## config.mk

```make
export PLATFORM = sky130hd
export DESIGN_NAME = uart_rx_deframer_flat
export DESIGN_NICKNAME = d
export VERILOG_FILES = /design/src/rtl/uart_rx_deframer_if.sv /design/src/rtl/uart_rx_deframer.sv /design/src/flat_wrapper.sv
export SDC_FILE = /design/constraint.sdc
export NUM_CORES = 1
export LEC_CHECK = 0
export ABC_AREA = 1
export CORE_AREA = 2 2 64 66
export DETAILED_ROUTE_END_ITERATION = 10
export DIE_AREA = 0 0 66 68
export DONT_BUFFER_PORTS = 1
export SYNTH_ARGS = -nofsm -noshare
export SYNTH_HDL_FRONTEND = slang
export SYNTH_SLANG_ARGS = --single-unit
export TNS_END_PERCENT = 30
```

## constraint.sdc

```tcl
create_clock -name clk_sis -period 2.35 [get_ports clk_sis]
set_input_delay 0.47 -clock clk_sis [delete_from_list [all_inputs] [get_ports clk_sis]]
set_output_delay 0.47 -clock clk_sis [all_outputs]
set_load 0.02 [all_outputs]
```

## src/rtl/uart_rx_deframer_if.sv

```systemverilog
// Serial receive interface: rx line in, recovered byte and status strobes out.
// master = the deframer, slave = whatever drives the line and consumes the bytes.
interface uart_rx_deframer_if;
    logic       rx;
    logic [7:0] data_out;
    logic       data_valid;
    logic       frame_err;
    logic       parity_err;
    logic       busy;

    modport master (
        input  rx,
        output data_out,
        output data_valid,
        output frame_err,
        output parity_err,
        output busy
    );

    modport slave (
        output rx,
        input  data_out,
        input  data_valid,
        input  frame_err,
        input  parity_err,
        input  busy
    );
endinterface

```

## src/rtl/uart_rx_deframer.sv

```systemverilog
// UART receive deframer: oversampled recovery of 8N1 frames (8E1 with UART_RX_PARITY_EN).
// Build option: define UART_RX_PARITY_EN to add an even-parity bit between data and stop.
module uart_rx_deframer #(
    parameter int unsigned CLK_DIV = 4,
    parameter int unsigned OVS     = 16
) (
    input  logic                clk_sis,
    input  logic                rst,
    uart_rx_deframer_if.master  bus
);

    localparam int unsigned DIV_W  = (CLK_DIV > 1) ? $clog2(CLK_DIV) : 1;
    localparam int unsigned TICK_W = $clog2(OVS);
    localparam logic [DIV_W-1:0]  DIV_LAST  = DIV_W'(CLK_DIV - 1);
    localparam logic [TICK_W-1:0] HALF_LAST = TICK_W'(OVS / 2 - 1);
    localparam logic [TICK_W-1:0] BIT_LAST  = TICK_W'(OVS - 1);

    typedef enum logic [2:0] {
        ST_IDLE      = 3'd0,
        ST_START     = 3'd1,
        ST_DATA      = 3'd2,
`ifdef UART_RX_PARITY_EN
        ST_PARITY    = 3'd3,
`endif
        ST_STOP      = 3'd4,
        ST_WAIT_IDLE = 3'd5
    } state_t;

    state_t              r_state;
    logic                r_rx_meta;
    logic                r_rx_s;
    logic                r_rx_prev;
    logic [DIV_W-1:0]    r_div;
    logic [TICK_W-1:0]   r_tick_cnt;
    logic [2:0]          r_bit_cnt;
    logic [7:0]          r_shift;
    logic [7:0]          r_data_out;
    logic                r_data_valid;
    logic                r_frame_err;
    logic                r_busy;
`ifdef UART_RX_PARITY_EN
    logic                r_par_bit;
    logic                r_parity_err;
`endif

    logic                w_tick;
    logic                w_rx_fall;

    assign w_tick    = (r_div == DIV_LAST);
    assign w_rx_fall = r_rx_prev & ~r_rx_s;

    // Synchronizer, tick divider and frame FSM with registered outputs.
    always_ff @(posedge clk_sis) begin
        if (rst) begin
            r_state      <= ST_IDLE;
            r_rx_meta    <= 1'b1;
            r_rx_s       <= 1'b1;
            r_rx_prev    <= 1'b1;
            r_div        <= '0;
            r_tick_cnt   <= '0;
            r_bit_cnt    <= '0;
            r_shift      <= '0;
            r_data_out   <= '0;
            r_data_valid <= 1'b0;
            r_frame_err  <= 1'b0;
            r_busy       <= 1'b0;
`ifdef UART_RX_PARITY_EN
            r_par_bit    <= 1'b0;
            r_parity_err <= 1'b0;
`endif
        end else begin
            r_rx_meta    <= bus.rx;
            r_rx_s       <= r_rx_meta;
            r_rx_prev    <= r_rx_s;
            r_div        <= w_tick ? '0 : r_div + DIV_W'(1);
            r_data_valid <= 1'b0;
            r_frame_err  <= 1'b0;
`ifdef UART_RX_PARITY_EN
            r_parity_err <= 1'b0;
`endif
            unique case (r_state)
                ST_IDLE: begin
                    if (w_rx_fall) begin
                        r_state    <= ST_START;
                        r_busy     <= 1'b1;
                        r_div      <= '0;
                        r_tick_cnt <= '0;
                    end
                end
                ST_START: begin
                    // Mid-start-bit check rejects short glitches.
                    if (w_tick) begin
                        if (r_tick_cnt == HALF_LAST) begin
                            r_tick_cnt <= '0;
                            r_bit_cnt  <= '0;
                            if (r_rx_s) begin
                                r_state <= ST_IDLE;
                                r_busy  <= 1'b0;
                            end else begin
                                r_state <= ST_DATA;
                            end
                        end else begin
                            r_tick_cnt <= r_tick_cnt + TICK_W'(1);
                        end
                    end
                end
                ST_DATA: begin
                    if (w_tick) begin
                        if (r_tick_cnt == BIT_LAST) begin
                            r_tick_cnt <= '0;
                            r_shift    <= {r_rx_s, r_shift[7:1]};
                            r_bit_cnt  <= r_bit_cnt + 3'd1;
                            if (r_bit_cnt == 3'd7) begin
`ifdef UART_RX_PARITY_EN
                                r_state <= ST_PARITY;
`else
                                r_state <= ST_STOP;
`endif
                            end
                        end else begin
                            r_tick_cnt <= r_tick_cnt + TICK_W'(1);
                        end
                    end
                end
`ifdef UART_RX_PARITY_EN
                ST_PARITY: begin
                    if (w_tick) begin
                        if (r_tick_cnt == BIT_LAST) begin
                            r_tick_cnt <= '0;
                            r_par_bit  <= r_rx_s;
                            r_state    <= ST_STOP;
                        end else begin
                            r_tick_cnt <= r_tick_cnt + TICK_W'(1);
                        end
                    end
                end
`endif
                ST_STOP: begin
                    // Leave mid-stop so a start edge at the end of the stop bit is caught.
                    if (w_tick) begin
                        if (r_tick_cnt == BIT_LAST) begin
                            r_tick_cnt <= '0;
                            if (r_rx_s) begin
                                r_data_out   <= r_shift;
                                r_data_valid <= 1'b1;
`ifdef UART_RX_PARITY_EN
                                r_parity_err <= ^{r_shift, r_par_bit};
`endif
                                r_state      <= ST_IDLE;
                                r_busy       <= 1'b0;
                            end else begin
                                r_frame_err <= 1'b1;
                                r_state     <= ST_WAIT_IDLE;
                            end
                        end else begin
                            r_tick_cnt <= r_tick_cnt + TICK_W'(1);
                        end
                    end
                end
                ST_WAIT_IDLE: begin
                    // A held-low line yields a single framing error.
                    if (r_rx_s) begin
                        r_state <= ST_IDLE;
                        r_busy  <= 1'b0;
                    end
                end
                default: begin
                    r_state <= ST_IDLE;
                    r_busy  <= 1'b0;
                end
            endcase
        end
    end

    assign bus.data_out   = r_data_out;
    assign bus.data_valid = r_data_valid;
    assign bus.frame_err  = r_frame_err;
    assign bus.busy       = r_busy;
`ifdef UART_RX_PARITY_EN
    assign bus.parity_err = r_parity_err;
`else
    assign bus.parity_err = 1'b0;
`endif

endmodule
```

## src/flat_wrapper.sv

```systemverilog
// flat-port wrapper written by rule: the top's interface ports become plain ports
module uart_rx_deframer_flat 
#(
    parameter int unsigned CLK_DIV = 4,
    parameter int unsigned OVS     = 16
)
  (clk_sis, rst, bus_rx, bus_data_out, bus_data_valid, bus_frame_err, bus_parity_err, bus_busy);
  uart_rx_deframer_if bus_i ();
  input  logic clk_sis;
  input  logic rst;
  input wire logic [$bits(bus_i.rx)-1:0] bus_rx;
  output wire logic [$bits(bus_i.data_out)-1:0] bus_data_out;
  output wire logic [$bits(bus_i.data_valid)-1:0] bus_data_valid;
  output wire logic [$bits(bus_i.frame_err)-1:0] bus_frame_err;
  output wire logic [$bits(bus_i.parity_err)-1:0] bus_parity_err;
  output wire logic [$bits(bus_i.busy)-1:0] bus_busy;
  assign bus_i.rx = bus_rx;
  assign bus_data_out = bus_i.data_out;
  assign bus_data_valid = bus_i.data_valid;
  assign bus_frame_err = bus_i.frame_err;
  assign bus_parity_err = bus_i.parity_err;
  assign bus_busy = bus_i.busy;
  uart_rx_deframer #(.CLK_DIV(CLK_DIV), .OVS(OVS)) u_core (.clk_sis(clk_sis), .rst(rst), .bus(bus_i));
endmodule
```

Word level (Yosys, flattened, before mapping)
Cells that the tools add are included.
Word-level totals
  register bits: 34
Operators by class
  mux-type cells: 35
  equality and inequality tests: 18
  add/subtract/negate cells: 3
  bitwise logic cells: 6
  reductions and logical operators: 11
Operators by type and width (number)
  $mux 3: 14
  $mux 4: 5
  $ne 2x1->1 const B: 10
  $pmux 3 s5: 1
  $pmux 4 s3: 1
  $eq 3x3->1 const B: 3
  $reduce_and 9->1: 1
  $mux 1: 8
  $mux 2: 4
  $reduce_and 4->1: 2
  $pmux 3 s2: 1
  $reduce_and 6->1: 1
  $not 1->1: 5
  $pmux 1 s5: 1
  $reduce_and 5->1: 1
  $add 4x1->4 const B: 1
  $eq 4x3->1 const B: 1
  $eq 4x4->1 const B: 1
  $reduce_or 4->1: 1
  $add 3x1->3 const B: 1
  $eq 3x1->1 const B: 1
  $eq 3x2->1 const B: 1
  $logic_not 3->1: 1
  $reduce_and 3->1: 1
  other kinds (6): 6

Longest topological paths before layout
Gate-level depths: netlist of the first run.
  depth in word-level cells: 5
  depth in mapped cells: 10
  gate-level depth less buffers: 10

Worst setup path before layout of the first run
Ideal clock, no wire load.
  path type: register -> register
  from: register u_core.r_tick_cnt[0]
  to: register u_core.r_data_out[0], in the netlist u_core.bus.data_out[0]
  slack: 0.912 ns
  cell stages (with the launch flop): 9
  arrival time: 1.322 ns
  library setup time: 0.116 ns
  data required time: 2.234 ns
  clock period less this slack: 1.438 ns
  cells stage by stage: dfxtp_1 ha_1 nand2_1 nor2_2 nand2_2 nor3_4 inv_2 nor2_1 nor2_1
Between the ends
  word-level cells in the longest chain between the ends: 2
RTL lines
  from (decl): line uart_rx_deframer.sv:34  | logic [TICK_W-1:0] r_tick_cnt;
  from (signal assigned): line uart_rx_deframer.sv:103  | r_tick_cnt <= r_tick_cnt + TICK_W'(1);
  from (signal assigned): line uart_rx_deframer.sv:121  | r_tick_cnt <= r_tick_cnt + TICK_W'(1);
  from (signal assigned): line uart_rx_deframer.sv:156  | r_tick_cnt <= r_tick_cnt + TICK_W'(1);
  $eq 4x4->1: line uart_rx_deframer.sv:141  | if (r_tick_cnt == BIT_LAST) begin
  $reduce_and 4->1 (no line)
  to (signal assigned): line uart_rx_deframer.sv:144  | r_data_out <= r_shift;
  to (decl): line uart_rx_deframer.sv:37  | logic [7:0] r_data_out;
No other way between the ends.
A chain may end at the register's enable or synchronous reset.

Worst setup path in the final report of the first run
  from: register u_core.r_div[0]
  to: register u_core.r_bit_cnt[0]
Between the ends
  word-level cells in the longest chain between the ends: 3
RTL lines
  from (decl): line uart_rx_deframer.sv:33  | logic [DIV_W-1:0] r_div;
  from (signal assigned): line uart_rx_deframer.sv:75  | r_div <= w_tick ? '0 : r_div + DIV_W'(1);
  $eq 2x2->1 *: line uart_rx_deframer.sv:49  | assign w_tick = (r_div == DIV_LAST);
  $ne 2x1->1 (no line)
  $reduce_and 5->1 (no line) *
  to (signal assigned): line uart_rx_deframer.sv:112  | r_bit_cnt <= r_bit_cnt + 3'd1;
  to (decl): line uart_rx_deframer.sv:35  | logic [2:0] r_bit_cnt;
Mark *: on every way between the ends. The rest lies on a longest branch, timed or not.

==> results.py, run 1 <==
metrics = {
    "clock_tree": {
        "clock_latency_ns": 0.29,
        "cts-htree-levels": 2,
        "cts.sinks": 34,
        "hold_buffers": 0,
        "post_cts_buffers": 0,
        "cts_resized": 0,
        "cts_tree": "yes",
        "numCtsBuffers": 5,
        "cts_root_buf": "clkbuf_8",
        "cts.path.max_buffers": 2,
        "clkSlewWorstSetupHoldPaths_ns": 0.07,
    },
    "power": {
        "ir_drop_v": 0.000387,
        "p_comb_share_pct": 40.7,
        "p_int_mw": 1.21,
        "leakagePower_nw": 0.827,
        "pwr-share-seq_pct": 36.9,
        "p_sw_mw": 0.889,
        "clkPwrFrac_pct": 22.4,
        "switching_share_pct": 42.5,
        "pwr_density_cell_nw_per_um2": 1200,
    },
    "grt": {
        "grt_start_max_net_pins": 29,
        "grt_pass1_vias": 1350,
        "grt_overflow": 0,
        "grt_usage_pct": 17.6,
        "antenna_found_initial": 0,
        "grt-busiest-layer": "met2",
        "use_met3_pct": 3.95,
        "gr-usage-met1_pct": 22.7,
        "grt_pass1_wl_um": 5950,
        "met2_usage_pct": 28.3,
    },
    "route": {
        "avgViaCountPerCell": 4.82,
        "first_pass_iters": 4,
        "drt_iter0_markers": 88,
        "vias": 1413,
        "postRouteAntennaNets": 0,
        "routedWlPerCell_um": 11.3,
        "wl_um": 3300,
        "drc_errors": 0,
    },
    "synth": {
        "synthMuxAreaShare_pct": 0,
        "synth_xor_area_share_pct": 0.540,
        "synthSimpleGateAreaFrac_pct": 37.0,
        "synth_seq_area_share_pct": 42.0,
        "synth_fa_ha_area_share_pct": 3.09,
        "synth_nets": 247,
        "netlist-cell-type-count": 26,
        "yosys_warnings": 0,
        "syn_area_sq_um": 1620,
        "synth_compound_area_share_pct": 8.80,
        "synthCells": 240,
        "synth_top_family_by_area": "simple AND/OR/NAND/NOR gates",
        "synth-seq-cells": 34,
        "avgSynthCellArea_sq_um": 6.76,
    },
    "floorplanning": {
        "start_util_pct": 42.1,
        "die_h_um": 68,
        "core_sq_um": 3860,
        "die_area_sq_um": 4490,
        "ios": 15,
        "fp.dieW_um": 66,
        "rows": 23,
    },
    "final_layout": {
        "syn2layout_area_growth_pct": 7.79,
        "final_nets": 249,
        "post-route-util_pct": 45.3,
        "diodes": 0,
        "mostFrequentLayoutCell": "nor2_1",
        "drive_gt1_share_pct": 9.05,
        "stdcell_area_sq_um": 1750,
        "final_cell_mix": "nor2_1, nand2_1, dfxtp_1, inv_1, o21ai_0",
    },
    "worst_setup_path": {
        "reg2reg_depth": 8,
        "arrival_ns": 1.92,
        "crit_cells": 8,
        "path_delay_family": "simple AND/OR/NAND/NOR gates",
        "worstSetupPathType": "reg -> reg",
        "slowest_stage": "dfxtp_1",
        "worstPathRequired_ns": 2.54,
        "worst_path_largest_cell_delay_ns": 0.35,
        "end_kind": "register",
        "cp_cell_sequence": "ha_1, inv_1, nor2_1, nand2_1, a21oi_1, nand2_1, nand2_1, nor2_1",
        "reg2reg_slack_ns": 0.62,
        "crit_fanout": 8,
        "setup.worst_path.start_class": "register",
        "path_buf_inv": 1,
        "crit_top_cell": "nand2_1",
    },
    "placed_design": {
        "port_buffers": 0,
        "dpl_cell_area_sq_um": 1650,
        "gp_congestion": 0.796,
        "dp_hpwl_um": 2390,
    },
    "job": {
        "max_cap_violations": 0,
    },
    "status": {
        "outcome": "completed",
    },
    "sta": {
        "slew_viol_final": 0,
        "final.setup_skew_ns": 0.00495,
        "holdWs_ns": 0.246,
        "fmax_mhz": 576,
        "fin_crit_sh_pct": 73.8,
        "setup_violations": 0,
        "grt_setup_unrepaired": "no",
        "tns_ns": 0,
        "hold_viol": 0,
        "period_minus_slack_ns": 1.73,
    },
    "min_path": {
        "min_path_type": "in -> reg",
        "worstHoldPathCells": 1,
    },
}
[sequential cells by signal, summed over array words and instances (netlist names), 2 cells and up]
| name | flops |
|---|---|
| u_core.r_tick_cnt | 4 |
| u_core.r_div | 2 |
| u_core.r_shift | 8 |
| u_core.bus.data_out | 8 |
| u_core.r_bit_cnt | 3 |
| u_core.r_state | 3 |
[per-layer routing]
| layer | wire, um | part of all wire, % | up-vias |
|---|---|---|---|
| li1 | - | - | 757 |
| met1 | 1590 | 48 | 624 |
| met2 | 1500 | 45 | 25 |
| met3 | 135 | 4.1 | 7 |
| met4 | 73 | 2.2 | 0 |
| met5 | 0 | 0 | - |
[worst paths after layout]
check / from / to
worst max-delay path: u_core.r_div[0] / u_core.r_bit_cnt[0]
worst min-delay path: rst / u_core.r_shift[7]
worst max register to register: u_core.r_div[0] / u_core.r_bit_cnt[0]
worst min register to register: u_core.r_rx_meta / u_core.r_rx_s
[synth_stat cells]
master	number	share of area [%]
clkbuf_1	2	0.46
buf_6	2	1.4
nand2_1	41	9.5
inv_2	3	0.69
ha_1	4	3.1
dfxtp_1	34	42
nor4_1	1	0.39
o21ai_0	19	5.9
nand3_1	18	5.6
inv_1	19	4.4
or2_2	3	1.2
clkinv_1	1	0.23
nor2_4	1	0.69
conb_1	1	0.23
nor2_2	2	0.77
nor3_4	1	1.0
xor2_1	1	0.54
a211oi_1	1	0.46
nor3_1	1	0.31
a21oi_1	6	1.9
nand2_2	2	0.77
clkbuf_2	1	0.31
buf_4	2	0.93
o21ai_1	2	0.62
nor2_1	71	16
nand4_1	1	0.39
[per-stage QoR]
step	worst slack, ns	cells	power (mW)
finish	0.615	293	2.09
global route	0.385	293	2.33
CTS	0.612	293	2.12
detailed placement	0.638	285	1.65
global placement	0.631	285	1.64
floorplan	0.912	240	1.52
[final cells by class]
type,count,area [sq um]
clock buffers,6,82.6
clock inverters,2,16.3
fillers,411,2110
inverters,23,86.3
multi-input cells,176,805
flip-flops and latches,34,681
well taps,50,62.6
repair buffers,2,15.0
[cell families after synthesis]
kind of cell             after synthesis
flip-flops                            34
XOR/XNOR                               1
buffers and inverters                 30
adder cells (fa/ha/maj)                4
AO/OA/AOI/OAI                         28
AND/OR/NAND/NOR                      142
other                                  1
[power groups by stage]
stage	Combinational, mW	Sequential [mW]	Clock [mW]
floorplan	0.789	0.726	0
global placement	0.858	0.783	0
global route	1.03	0.791	0.508
detailed placement	0.858	0.788	0
CTS	0.862	0.775	0.487
finish	0.852	0.773	0.470
(Power assumes the default switching activity.)
==> inputs of run 2 (changes only) <==
clock period = 1.5 ns   (was 2.35 ns; I/O delays follow)
==> run 2 against run 1 <==
Maximum frequency rose by 19%; sequential cell count did not move; global-route usage rose by 0.33 points; critical path type unchanged; critical endpoint is now u_core.bus.data_out[6].
==> results.py, run 2 (synthesis gave the netlist of run 1 again) <==
metrics = {
    "sta": {
        "timing.final.ws_setup_ns": 0.0427,
        "fmax_mhz": 686,
        "period_minus_slack_ns": 1.46,
        "fin_crit_sh_pct": 97.2,
        "hold_viol": 0,
        "setup_violations": 0,
        "tns_ns": 0,
        "grt_setup_unrepaired": "yes",
        "max-slew-margin-rel_pct": 55.0,
        "slew_viol_final": 0,
        "holdWs_ns": 0.0685,
        "tightest_slew_ns": 0.672,
        "final.setup_skew_ns": 0.00463,
    },
    "route": {
        "wl_um": 3650,
        "vias": 1527,
        "first_pass_iters": 4,
        "top_layer": "met4",
        "drt_iter0_markers": 92,
        "drc_errors": 0,
        "met2_wirelength_um": 1760,
        "avgViaCountPerCell": 4.91,
        "met3_length_um": 160,
        "drt-met1-wl_um": 1670,
        "routedWlPerCell_um": 11.7,
        "postRouteAntennaNets": 0,
    },
    "power": {
        "ir_drop_v": 0.000688,
        "leakagePower_nw": 0.959,
        "pwr_density_cell_nw_per_um2": 1830,
        "p_int_mw": 2.13,
        "p_sw_mw": 1.55,
        "p_total_mw": 3.68,
        "pwr-share-seq_pct": 33.5,
        "switching_share_pct": 42.2,
        "clkPwrFrac_pct": 20.0,
        "p_comb_share_pct": 46.5,
    },
    "placed_design": {
        "dp_hpwl_um": 2520,
        "place_ws_ns": -0.0304,
        "port_buffers": 0,
        "gp_congestion": 0.803,
    },
    "worst_setup_path": {
        "cp-endpoint": "u_core.bus.data_out[6]",
        "worstSetupPathType": "reg -> reg",
        "setup.worst_path.start_class": "register",
        "rr_startpoint": "u_core.r_tick_cnt[1]",
        "end_kind": "register",
        "worstPathRequired_ns": 1.73,
        "crit_fanout": 8,
        "reg2reg_depth": 8,
        "reg2reg_slack_ns": 0.04,
        "r2r_end": "u_core.bus.data_out[6]",
        "arrival_ns": 1.69,
        "crit_path_start": "u_core.r_tick_cnt[1]",
    },
    "floorplanning": {
        "die_h_um": 68,
        "fp.dieW_um": 66,
        "rows": 23,
        "start_util_pct": 42.1,
        "core_sq_um": 3860,
        "ios": 15,
        "die_area_sq_um": 4490,
    },
    "clock_tree": {
        "hold_buffers": 0,
        "cts.sinks": 34,
        "cts_tree": "yes",
        "cts_root_buf": "clkbuf_8",
        "clock_latency_ns": 0.29,
        "cts-htree-levels": 2,
        "clkSlewWorstSetupHoldPaths_ns": 0.07,
        "numCtsBuffers": 5,
        "cts.path.max_buffers": 2,
    },
    "final_layout": {
        "post-route-util_pct": 52.1,
        "final_nets": 267,
        "mostFrequentLayoutCell": "nor2_1",
        "drive_gt1_share_pct": 24.5,
        "diodes": 0,
        "final_cell_mix": "nor2_1, nand2_1, dfxtp_1, inv_1, buf_4",
        "syn2layout_area_growth_pct": 24.0,
    },
    "grt": {
        "grt_overflow": 0,
        "grt_usage_pct": 17.9,
        "antenna_found_initial": 0,
        "grt_pass1_vias": 1424,
        "grt_start_max_net_pins": 26,
        "grt_pass1_wl_um": 6120,
    },
    "min_path": {
        "min_path_type": "in -> reg",
        "worstHoldPathCells": 1,
    },
    "status": {
        "outcome": "completed",
    },
    "job": {
        "max_cap_violations": 0,
    },
}
run 2: cell count changes in the layout (fill, tap and decap cells not counted), sizes merged:
cell and delta:
buf +18
run 2: through the flow:
stage,std cells,area (sq um)
final,311,2010
after global routing,311,2010
after CTS,309,1870
after detailed placement,301,1770
after global placement,301,1770
after floorplan,240,1620
run 2: power groups by stage:
| stage | registers (mW) | clock network [mW] | logic (mW) |
|---|---|---|---|
| 5_1_grt | 1.26 | 0.785 | 1.97 |
| 3_3_place_gp | 1.21 | 0 | 1.55 |
| 6_report | 1.23 | 0.735 | 1.71 |
| 2_1_floorplan | 1.14 | 0 | 1.24 |
| 4_1_cts | 1.19 | 0.758 | 1.58 |
| 3_5_place_dp | 1.21 | 0 | 1.55 |
run 2: metal layers:
layer / track usage [%] / up-vias
li1: - / 798
met2: 30.4 / 32
met4: 7.14 / 0
met1: 22.0 / 691
met3: 4.28 / 6
met5: 0 / -
run 2: timing repair:
item | CTS | global route
buffers inserted | 0 | 2
setup endpoints to repair | 3 | 27
pin swaps | 0 | 12
resized for setup | 2 | 34
run 2: worst min path at each step:
stage,start,to,slack [ns]
after CTS,rst,u_core.bus.data_valid,0.06
after detailed placement,rst,u_core.bus.data_valid,0.38
final,rst,u_core.bus.data_valid,0.07
after floorplan,rst,u_core.bus.data_valid,0.37
after global routing,rst,u_core.bus.data_valid,0.06
after global placement,rst,u_core.bus.data_valid,0.37
run 2: worst max-delay path: stages (launching register included):
cell	delay [ns]
dfxtp_2	0.35
ha_4	0.16
nand2_4	0.06
nor2_4	0.15
nand2_4	0.09
nor3_4	0.22
buf_6	0.16
o21ai_0	0.08
nor2_1	0.13
run 2: area by class of cell:
type / instances / area, sq um
flip-flops and latches: 34 / 688
multi-input cells: 176 / 905
repair buffers: 20 / 170
clock buffers: 6 / 82.6
clock inverters: 2 / 16.3
inverters: 23 / 86.3
fillers: 401 / 1850
well taps: 50 / 62.6
